$ cat config.mk
export PLATFORM = sky130hd
export DESIGN_NAME = uart_rx_buffer
export DESIGN_NICKNAME = d
export VERILOG_FILES = /design/src/rtl/uart_rx_buffer.sv
export SDC_FILE = /design/constraint.sdc
export NUM_CORES = 1
export LEC_CHECK = 0
export CORE_MARGIN = 5
export CORE_UTILIZATION = 55
export DETAILED_ROUTE_END_ITERATION = 8
export GPL_TIMING_DRIVEN = 0
export MAX_ROUTING_LAYER = met4
export PLACE_DENSITY_LB_ADDON = 0.12
export SYNTH_ARGS = -nofsm -noshare
export SYNTH_HDL_FRONTEND = slang
export SYNTH_SLANG_ARGS = --single-unit
$ cat constraint.sdc
create_clock -name clk -period 6.49 [get_ports clk]
set_input_delay 1.6225 -clock clk [delete_from_list [all_inputs] [get_ports clk]]
set_output_delay 1.6225 -clock clk [all_outputs]
set_load 0.01 [all_outputs]
$ cat src/rtl/uart_rx_buffer.sv
// uart_rx_buffer: parity-checking FWFT receive FIFO with sticky overflow and saturating parity-error count
module uart_rx_buffer #(
  parameter int DEPTH = 16,
  parameter int ADDR_W = 4,
  parameter bit PARITY_ODD = 0,
  parameter bit DROP_BAD = 0
) (
  input  logic              clk,
  input  logic              rst,
  input  logic [7:0]        data_in,
  input  logic              parity_in,
  input  logic              data_valid,
  input  logic              rd_en,
  input  logic              clr_err,
  output logic [7:0]        rd_data,
  output logic              rd_parity_err,
  output logic              empty,
  output logic              full,
  output logic [ADDR_W:0]   count,
  output logic              overflow_err,
  output logic [7:0]        parity_err_cnt
);
  logic [8:0]        r_mem [DEPTH];
  logic [ADDR_W-1:0] r_wptr, r_rptr;
  logic [ADDR_W:0]   r_count;
  logic              r_ovf;
  logic [7:0]        r_pcnt;
  logic              w_perr, w_pe_evt, w_pop, w_keep, w_store, w_lost;
  assign w_perr = (^data_in) ^ parity_in ^ PARITY_ODD;
  assign w_pe_evt = data_valid & w_perr;
  assign empty = r_count == '0;
  assign full = r_count == (ADDR_W+1)'(DEPTH);
  assign w_pop = rd_en & ~empty;
  assign w_keep = data_valid & ~(DROP_BAD & w_perr);
  assign w_store = w_keep & (~full | w_pop);
  assign w_lost = w_keep & full & ~w_pop;
  assign rd_data = empty ? 8'h00 : r_mem[r_rptr][7:0];
  assign rd_parity_err = ~empty & r_mem[r_rptr][8];
  assign count = r_count;
  assign overflow_err = r_ovf;
  assign parity_err_cnt = r_pcnt;
  // storage array is deliberately left unreset; empty masking hides stale contents
  always_ff @(posedge clk)
    if (w_store && !rst) r_mem[r_wptr] <= {w_perr, data_in};
  // pointers and occupancy; a store and pop together leave count unchanged
  always_ff @(posedge clk)
    if (rst) begin
      r_wptr  <= '0;
      r_rptr  <= '0;
      r_count <= '0;
    end else begin
      if (w_store) r_wptr <= r_wptr + 1'b1;
      if (w_pop) r_rptr <= r_rptr + 1'b1;
      r_count <= r_count + {{ADDR_W{1'b0}}, w_store} - {{ADDR_W{1'b0}}, w_pop};
    end
  // error status; a fresh event in the clearing cycle takes priority over the clear
  always_ff @(posedge clk)
    if (rst) begin
      r_ovf  <= 1'b0;
      r_pcnt <= '0;
    end else begin
      r_ovf  <= w_lost | (r_ovf & ~clr_err);
      r_pcnt <= clr_err ? {7'b0, w_pe_evt} : (w_pe_evt && r_pcnt != 8'hFF) ? r_pcnt + 8'd1 : r_pcnt;
    end
endmodule

* Word-level counts from Yosys, hierarchy flattened *
Memories as Yosys holds them, arrays and structs flattened. A register that Yosys moved wholly into a read port is not among the register bits.
Index checks and enable logic that the tools add are counted.
Widths: inputs -> output; s select.

operators by class
  $add $sub $neg = 5
  equal/unequal tests = 2
  multiplexer cells = 7
  bitwise gates (word level) = 14
  reductions and logical operators = 7

operators by type and width
  kind                 number
  $add 4x1->4 const B  2
  $add 8x1->8 const B  1
  $mux 4               2
  $mux 8               1
  $ne 8x8->1 const B   1
  $reduce_xor 8->1     1
  $and 1x1->1          7
  $add 5x1->5          1
  $eq 5x5->1 const B   1
  $logic_not 5->1      1
  $sub 5x1->5          1
  $mux 1               4
  $not 1->1            4
  $logic_and 1x1->1    2
  $or 1x1->1           2
  $reduce_bool 2->1    1
  $reduce_or 2->1      1
  $logic_not 1->1      1
  $xor 1x1->1          1

word-level totals
  register bits = 22
  RAM bits = 144
  bits of input ports = 14
  output and inout bits = 25
  logic and storage cells = 42
  memories = 1

memories
  name   words  width  read ports  clocked after Yosys merged registers in  wr ports  RTL line  source
  r_mem  16     9      1           1                                        1         23        logic [8:0] r_mem [DEPTH];

* Depth between registers and ports, before layout *
Gate-level depths: netlist of the first run.

  word-level depth = 8
  depth in mapped cells = 15
  mapped depth without buffers = 14

* Least setup slack after synthesis of the first run *
No wires, ideal clock.

  path kind = input to register
  from = input port data_valid
  to = register r_count[4], in the netlist count[4]
  setup time = 0.132 ns
  arrival = 3.326 ns
  required time = 6.358 ns
  path slack = 3.032 ns
  stages on the path = 13
  buffers on the path = 2
  cells stage by stage = clkbuf_1 > o21a_1 > clkbuf_1 > nand2_1 > nand2_1 > ha_1 > inv_1 > fa_1 > inv_1 > a21oi_1 > nor2_1 > or3_1 > a21oi_1

between the ends
  longest elaborated chain between the ends = 3

ends and longest elaborated chain
  what                    RTL line  source
  start: declaration      12        input logic data_valid,
  $and 1x1->1             35        assign w_store = w_keep & (~full | w_pop);
  $add 5x1->5             54        r_count <= r_count + {{ADDR_W{1'b0}}, w_store} - {{ADDR_W{1'b0}}, w_pop};
  $sub 5x1->5             54
  end signal: assignment  54
  end: declaration        25        logic [ADDR_W:0] r_count;

No other way between the ends.
A chain may end at the register's enable or synchronous reset.

==> results_tabular.tex, run 1 <==
\begin{tabular}{lr}
\hline
Metric & Value \\
\hline
\multicolumn{2}{l}{\textbf{Run status}} \\
\quad Run status & finished clean \\
\multicolumn{2}{l}{\textbf{Min path}} \\
\quad Hold path start & parity\_err\_cnt[5]\$\_SDFFE\_PP0P\_ \\
\quad Terminating pin of the worst hold path & parity\_err\_cnt[5]\$\_SDFFE\_PP0P\_ \\
\quad Class of the worst hold path & flip-flop to flip-flop \\
\quad Hold Crit Depth & 2 \\
\multicolumn{2}{l}{\textbf{Drt}} \\
\quad First-iteration detailed-routing DRC count & 413 \\
\quad Drc violations & 0 \\
\quad Wirelength per Cell & 21.77 um \\
\quad Post-route ant nets & 0 \\
\quad First-pass iteration count of the detailed router & 5 \\
\quad Vias after detailed routing & 3672 \\
\quad Wirelength, routed & 13870 um \\
\quad Post-detailed-route via-to-cell ratio & 5.765 \\
\multicolumn{2}{l}{\textbf{Final layout}} \\
\quad Area growth from synthesis to layout & 16.44\% \\
\quad Leading cell types in the layout, fill and taps excluded & sky130\_fd\_sc\_hd\_\_edfxtp\_1 (144), sky130\_fd\_sc\_hd\_\_clkdlybuf4s50\_1 (37), sky130\_fd\_sc\_hd\_\_mux4\_2 (36), sky130\_fd\_sc\_hd\_\_nor2\_1 (36), sky130\_fd\_sc\_hd\_\_dfxtp\_1 (26) \\
\quad Final core occ & 65.70\% \\
\quad Final cell count without fillers & 637 \\
\quad Most common library cell in the layout ignoring fill and taps & sky130\_fd\_sc\_hd\_\_edfxtp\_1 \\
\quad Total number of nets in the final design & 482 \\
\quad Fraction of layout cells with a size suffix above 1 & 14.29\% \\
\quad Diode insertion count for antenna repair & 0 \\
\multicolumn{2}{l}{\textbf{Worst setup path}} \\
\quad Worst setup slack for register-to-register paths & 3390 ps \\
\quad Crit-path max cell delay & 610 ps \\
\quad Reg-to-Reg End & count[4]\$\_SDFF\_PP0\_ \\
\quad Depth of the most critical reg-to-reg path & 14 \\
\quad Kind of capture point of the worst setup path & output pin \\
\quad Type of the worst setup path & flip-flop to output pin \\
\quad Crit path top cell by count & sky130\_fd\_sc\_hd\_\_clkbuf\_1 \\
\quad Crit-path slowest cell & sky130\_fd\_sc\_hd\_\_clkbuf\_1 \\
\quad Startpoint types & flip-flop \\
\quad Count of buffering cells on the critical path with inverters included & 3 \\
\quad R2R Path Start & count[3]\$\_SDFF\_PP0\_ \\
\quad Cell-by-cell trace of the critical path & clkbuf\_1 > clkbuf\_1 > mux4\_2 > a22oi\_1 > a21oi\_1 > clkdlybuf4s50\_1 \\
\quad Family with the most delay on the worst path & buffers and inverters \\
\quad Data required time of the critical path & 4870 ps \\
\quad Worst path arrival time & 3170 ps \\
\quad Largest fanout of any net on the critical path & 10 \\
\multicolumn{2}{l}{\textbf{GRT}} \\
\quad Overflow left after global routing & 0 \\
\quad Via count of the first global-routing pass & 3857 \\
\quad Total GRT Usage & 21.35\% \\
\quad Antenna violations before repair & 0 \\
\quad Largest net degree at the start of global routing & 22 \\
\quad Global-route wire length before repair & 22060 um \\
\multicolumn{2}{l}{\textbf{Clock network}} \\
\quad Cts hold-fix bufs & 0 \\
\quad Clock slew at the register clock pins of the worst setup and hold paths & 60 ps \\
\quad Clk sink count & 170 \\
\quad Cell at the root of the clock tree & sky130\_fd\_sc\_hd\_\_clkbuf\_16 \\
\quad Total clock buffers created by CTS & 17 \\
\quad Resized cells post-CTS & 0 \\
\quad CTS tree & yes \\
\quad H-tree depth reported by CTS & 4 \\
\quad Buffer levels on the longest clock path & 2 \\
\quad Insertion delay of the later-clocked pin in the worst-skew pair & 430 ps \\
\quad Post-CTS setup buffer count & 0 \\
\multicolumn{2}{l}{\textbf{STA}} \\
\quad Achievable Freq & 208.5 MHz \\
\quad Setup Viol. Count Final & 0 \\
\quad Fin Setup TNS & 0 ps \\
\quad Final-report hold violation count & 0 \\
\quad Clock tree skew after final layout & 10.04 ps \\
\quad RSZ-0062 raised after global routing & false \\
\quad Tcrit/Tclk final & 73.89\% \\
\quad Worst-Margin Slew & 1015 ps \\
\quad Slew Limit Headroom & 32.08\% \\
\quad Clock period minus worst slack & 4795 ps \\
\quad Final-report max-slew violation count & 0 \\
\multicolumn{2}{l}{\textbf{Floorplanning}} \\
\quad Area enclosed by the die boundary & 0.01476 mm2 \\
\quad Core region area & 0.01211 mm2 \\
\quad Ports placed on the boundary & 39 \\
\quad Die X-Extent & 121.5 um \\
\quad Starting density of the core & 56.43\% \\
\quad Placement Rows & 40 \\
\quad Die Y-Extent & 121.5 um \\
\multicolumn{2}{l}{\textbf{Synthesis}} \\
\quad Syn\_nets & 426 \\
\quad Mean post-synth cell area & 17.09 um2 \\
\quad Gate Count Post-Synth & 400 \\
\quad Count of warnings emitted by yosys & 0 \\
\quad Area of the mapped netlist & 0.006834 mm2 \\
\quad Synthesized flop and latch total & 170 \\
\quad Number of distinct library cells after synthesis & 40 \\
\quad Sequential area share after synthesis & 70.89\% \\
\multicolumn{2}{l}{\textbf{Placement}} \\
\quad DP Cell Count & 605 \\
\quad Placer Congestion & 0.8430 \\
\quad DP HPWL & 9081 um \\
\quad Number of buffer cells added on primary ports & 37 \\
\multicolumn{2}{l}{\textbf{Pwr}} \\
\quad Leak & 2.576 nW \\
\quad Peak supply drop & 0.2391 mV \\
\quad Pwr dens & 370.3 mW/mm2 \\
\multicolumn{2}{l}{\textbf{Job}} \\
\quad Max-cap check violation count & 0 \\
\hline
\end{tabular}
[layout make-up]
class / instances / area (um2)
clock inverters: 12 / 106.4
multi-input cells: 201 / 1868
repair buffers: 37 / 370.4
inverters: 11 / 41.29
well taps: 168 / 210.2
fillers: 893 / 4154
flip-flops and latches: 170 / 4845
plain buffers: 18 / 80.08
clock buffers: 20 / 436.7
[logic make-up after synthesis]
logic type,Yosys count,synth area share (%)
AND/OR/NAND/NOR,84,5.932
XOR/XNOR,16,2.252
multiplexers,36,11.86
adder cells (fa/ha/maj),12,2.307
AO/OA/AOI/OAI,53,4.980
buffers and inverters,29,1.776
flip-flops,170,70.89
[power breakdown]
part	total [mW]	switching, mW	internal [mW]
Combinational	0.742	0.376	0.366
Clock	0.939	0.384	0.556
Sequential	1.27	0.0287	1.24
Total	2.95	0.788	2.16
[worst max path at each step]
stage,startpoint,slack (ps),cells after the start,to
floorplan,data_valid,3030,13,count[4]$_SDFF_PP0_
global placement,data_in[2],1970,8,parity_err_cnt[7]$_SDFFE_PP0P_
detailed placement,data_in[2],1850,8,parity_err_cnt[7]$_SDFFE_PP0P_
CTS,flip-flop,1690,6,rd_data[0]
global route,flip-flop,1590,6,rd_data[0]
finish,flip-flop,1690,6,rd_data[0]
[per-stage QoR]
| step | area [um2] | hold slack, ps | power, mW | setup WS (ps) |
|---|---|---|---|---|
| final | 7958 | 514.0 | 2.947 | 1695 |
| after global routing | 7958 | 540.6 | 3.093 | 1590 |
| after CTS | 7958 | 514.7 | 2.967 | 1693 |
| after detailed placement | 7415 | 506.2 | 2.035 | 1848 |
| after global placement | 7415 | 492.1 | 2.025 | 1966 |
| after floorplan | 6834 | 467.8 | 1.758 | 3032 |
[registers in the layout, indices dropped and copies added, names as in the netlist, named ones only]
signal	cells
parity_err_cnt	8
overflow_err	1
r_mem	144
r_wptr	4
r_rptr	4
count	5
[worst register-to-register path, stage by stage, from the launching register on]
cell and delay (ps):
sky130_fd_sc_hd__dfxtp_1 330, sky130_fd_sc_hd__inv_1 80, sky130_fd_sc_hd__ha_1 160, sky130_fd_sc_hd__nor4b_1 730, sky130_fd_sc_hd__nor2b_1 260, sky130_fd_sc_hd__nand2b_1 200
sky130_fd_sc_hd__nand2_1 70, sky130_fd_sc_hd__ha_1 190, sky130_fd_sc_hd__inv_1 70, sky130_fd_sc_hd__fa_1 200, sky130_fd_sc_hd__inv_1 50, sky130_fd_sc_hd__a21oi_1 150
sky130_fd_sc_hd__nor2_1 60, sky130_fd_sc_hd__or3_1 340, sky130_fd_sc_hd__a21oi_1 140
[metal layers]
layer	global-route usage [%]	part of all wire [%]	up-vias
li1	-	-	1677
met1	28.30	43	1831
met2	31.30	48	139
met3	5.408	5.8	25
met4	10.01	2.7	0
met5	-	0	-
[cell usage after synthesis (all sizes together)]
library cell,count,area [um2]
nand4,2,12.51
nor2b,6,37.54
mux4,36,810.8
and3,4,25.02
clkbuf,9,33.78
xnor3,1,22.52
a22oi,18,135.1
nor4b,1,8.760
nand2b,2,12.51
or4,2,15.01
a21o,1,7.510
nand3,3,15.01
nand4bb,1,11.26
edfxtp,144,4324
a31oi,2,12.51
or2,1,6.260
nor3,1,5.000
a21oi,20,100.1
fa,1,20.02
o311ai,2,17.52
xor2,8,70.07
inv,11,41.29
and2,2,12.51
nor2,36,135.1
nand3b,1,7.510
o31ai,2,15.01
buf,9,46.29
and4,2,17.52
nand2,17,63.81
o21a,1,7.510
o211ai,1,7.510
o41ai,2,17.52
dfxtp,26,520.5
o21ai,4,20.02
ha,11,137.6
xnor2,7,61.31
or3,3,20.02
Power figures use the tool's default switching activity.
==> run 2: changes to the inputs <==
CORE_UTILIZATION = 53   (was 55)
clock period = 4 ns   (was 6.49 ns; I/O delays follow)
==> results_tabular.tex, run 2 (synthesis gave the netlist of run 1 again) <==
\begin{tabular}{lr}
\hline
Metric & Value \\
\hline
\multicolumn{2}{l}{\textbf{Final layout}} \\
\quad Area growth from synthesis to layout & 17.80\% \\
\quad Final Instance Area & 0.008050 mm2 \\
\quad Reg with most FFs & r\_mem \\
\quad Fraction of layout cells with a size suffix above 1 & 15.20\% \\
\quad Final cell count without fillers & 639 \\
\quad Most common library cell in the layout ignoring fill and taps & sky130\_fd\_sc\_hd\_\_edfxtp\_1 \\
\quad Flip-flop count of the largest register after layout & 144 \\
\quad Total number of nets in the final design & 481 \\
\quad Diode insertion count for antenna repair & 0 \\
\quad Leading cell types in the layout, fill and taps excluded & sky130\_fd\_sc\_hd\_\_edfxtp\_1 (144), sky130\_fd\_sc\_hd\_\_clkdlybuf4s50\_1 (37), sky130\_fd\_sc\_hd\_\_mux4\_2 (36), sky130\_fd\_sc\_hd\_\_nor2\_1 (36), sky130\_fd\_sc\_hd\_\_dfxtp\_1 (26) \\
\quad Final core occ & 63.79\% \\
\multicolumn{2}{l}{\textbf{STA}} \\
\quad Setup Viol. Count Final & 0 \\
\quad Fin Setup TNS & 0 ps \\
\quad Tcrit/Tclk final & 95.22\% \\
\quad RSZ-0062 raised after global routing & false \\
\quad Final-report hold violation count & 0 \\
\quad Clock tree skew after final layout & 9.048 ps \\
\quad Final worst slack & 191.2 ps \\
\quad Slew Limit Headroom & 39.65\% \\
\quad Final-report max-slew violation count & 0 \\
\quad Achievable Freq & 262.6 MHz \\
\quad Worst hold slack across all endpoints & 503.3 ps \\
\quad Clock period minus worst slack & 3809 ps \\
\quad Worst-Margin Slew & 901.9 ps \\
\multicolumn{2}{l}{\textbf{Worst setup path}} \\
\quad R2R Path Start & count[3]\$\_SDFF\_PP0\_ \\
\quad Family with the most delay on the worst path & buffers and inverters \\
\quad Worst path arrival time & 2810 ps \\
\quad Crit-path slowest cell & sky130\_fd\_sc\_hd\_\_dfxtp\_1 \\
\quad Type of the worst setup path & flip-flop to output pin \\
\quad Data required time of the critical path & 3000 ps \\
\quad Number of gates on the worst path with buffers counted & 5 \\
\quad Depth of the most critical reg-to-reg path & 14 \\
\quad Cell-by-cell trace of the critical path & clkbuf\_2 > mux4\_2 > a22oi\_1 > a21oi\_1 > clkdlybuf4s50\_1 \\
\quad Largest fanout of any net on the critical path & 10 \\
\quad Count of buffering cells on the critical path with inverters included & 2 \\
\quad Reg-to-Reg End & count[4]\$\_SDFF\_PP0\_ \\
\quad Crit-path max cell delay & 650 ps \\
\quad Startpoint types & flip-flop \\
\quad Kind of capture point of the worst setup path & output pin \\
\quad Worst setup slack for register-to-register paths & 1160 ps \\
\multicolumn{2}{l}{\textbf{Pwr}} \\
\quad Pwr dens & 619.6 mW/mm2 \\
\quad Leak & 2.617 nW \\
\quad Peak supply drop & 0.3466 mV \\
\quad Total power & 4.988 mW \\
\multicolumn{2}{l}{\textbf{GRT}} \\
\quad Total GRT Usage & 20.22\% \\
\quad Largest net degree at the start of global routing & 22 \\
\quad Overflow left after global routing & 0 \\
\quad Global-route wire length before repair & 21160 um \\
\quad Antenna violations before repair & 0 \\
\quad Via count of the first global-routing pass & 3815 \\
\multicolumn{2}{l}{\textbf{Clock network}} \\
\quad Clock slew at the register clock pins of the worst setup and hold paths & 60 ps \\
\quad Cts hold-fix bufs & 0 \\
\quad Clk sink count & 170 \\
\quad CTS tree & yes \\
\quad Cell at the root of the clock tree & sky130\_fd\_sc\_hd\_\_clkbuf\_16 \\
\quad Post-CTS setup buffer count & 0 \\
\quad Insertion delay of the later-clocked pin in the worst-skew pair & 430 ps \\
\quad Total clock buffers created by CTS & 17 \\
\quad Buffer levels on the longest clock path & 2 \\
\quad H-tree depth reported by CTS & 4 \\
\multicolumn{2}{l}{\textbf{Placement}} \\
\quad Number of buffer cells added on primary ports & 37 \\
\quad Area after DPL & 0.007420 mm2 \\
\quad DP HPWL & 8986 um \\
\quad Placer Congestion & 0.8505 \\
\quad DP Cell Count & 609 \\
\quad Minimum setup slack after placement & -12.26 ps \\
\multicolumn{2}{l}{\textbf{Floorplanning}} \\
\quad Area enclosed by the die boundary & 0.01527 mm2 \\
\quad Placement Rows & 41 \\
\quad Core region area & 0.01262 mm2 \\
\quad Die X-Extent & 123.6 um \\
\quad Die Y-Extent & 123.6 um \\
\quad Ports placed on the boundary & 39 \\
\quad Starting density of the core & 54.15\% \\
\multicolumn{2}{l}{\textbf{Drt}} \\
\quad Wirelength per Cell & 21.50 um \\
\quad Vias after detailed routing & 3728 \\
\quad Wirelength, routed & 13740 um \\
\quad First-pass iteration count of the detailed router & 5 \\
\quad First-iteration detailed-routing DRC count & 340 \\
\quad Post-route ant nets & 0 \\
\quad Post-detailed-route via-to-cell ratio & 5.834 \\
\quad Drc violations & 0 \\
\multicolumn{2}{l}{\textbf{Min path}} \\
\quad Terminating pin of the worst hold path & r\_rptr[1]\$\_SDFFE\_PP0N\_ \\
\quad Hold Crit Depth & 2 \\
\quad Hold path start & r\_rptr[1]\$\_SDFFE\_PP0N\_ \\
\quad Class of the worst hold path & flip-flop to flip-flop \\
\multicolumn{2}{l}{\textbf{Job}} \\
\quad Max-cap check violation count & 0 \\
\multicolumn{2}{l}{\textbf{Run status}} \\
\quad Run status & finished clean \\
\hline
\end{tabular}
[run 2: area by class of cell]
cell class                      instances  area (um2)
Buffer                                 17       90.09
Clock buffer                           21       440.4
Clock inverter                         10       173.9
Fill cell                             940        4569
Inverter                               11       41.29
Multi-Input combinational cell        201        1874
Sequential cell                       170        4845
Tap cell                              172       215.2
Timing Repair Buffer                   37       370.4
[run 2: power by group]
group / switching (mW) / internal [mW]
clock: 0.619 / 1.10
combinational: 0.597 / 0.609
sequential: 0.0597 / 2.01
[run 2: layer usage]
layer	global-route usage [%]	up-vias	wire length [um]
met2	30.04	119	6566
met1	27.37	1912	6082
li1	-	1680	-
met3	5.535	17	849
met4	6.782	0	242
met5	-	-	0
[run 2: how the worst max path moves through the flow]
| stage | startpoint | to | slack (ps) |
|---|---|---|---|
| finish | flip-flop | rd_data[2] | 190 |
| CTS | flip-flop | rd_data[2] | 10 |
| detailed placement | data_in[2] | parity_err_cnt[7]$_SDFFE_PP0P_ | -10 |
| floorplan | data_valid | count[4]$_SDFF_PP0_ | 1160 |
| global placement | data_in[5] | parity_err_cnt[7]$_SDFFE_PP0P_ | 150 |
| global route | flip-flop | rd_data[2] | 30 |
[run 2: tightest hold or removal path, cell delays in order, from the launching register on]
cell	delay, ps
sky130_fd_sc_hd__dfxtp_1	320
sky130_fd_sc_hd__nand2_1	60
sky130_fd_sc_hd__a21oi_1	70
[run 2: timing repair]
item                                    4_1_cts  5_1_grt
gates cloned                                  0        0
gates resized for setup                       5        4
endpoints found under the setup margin        9       10
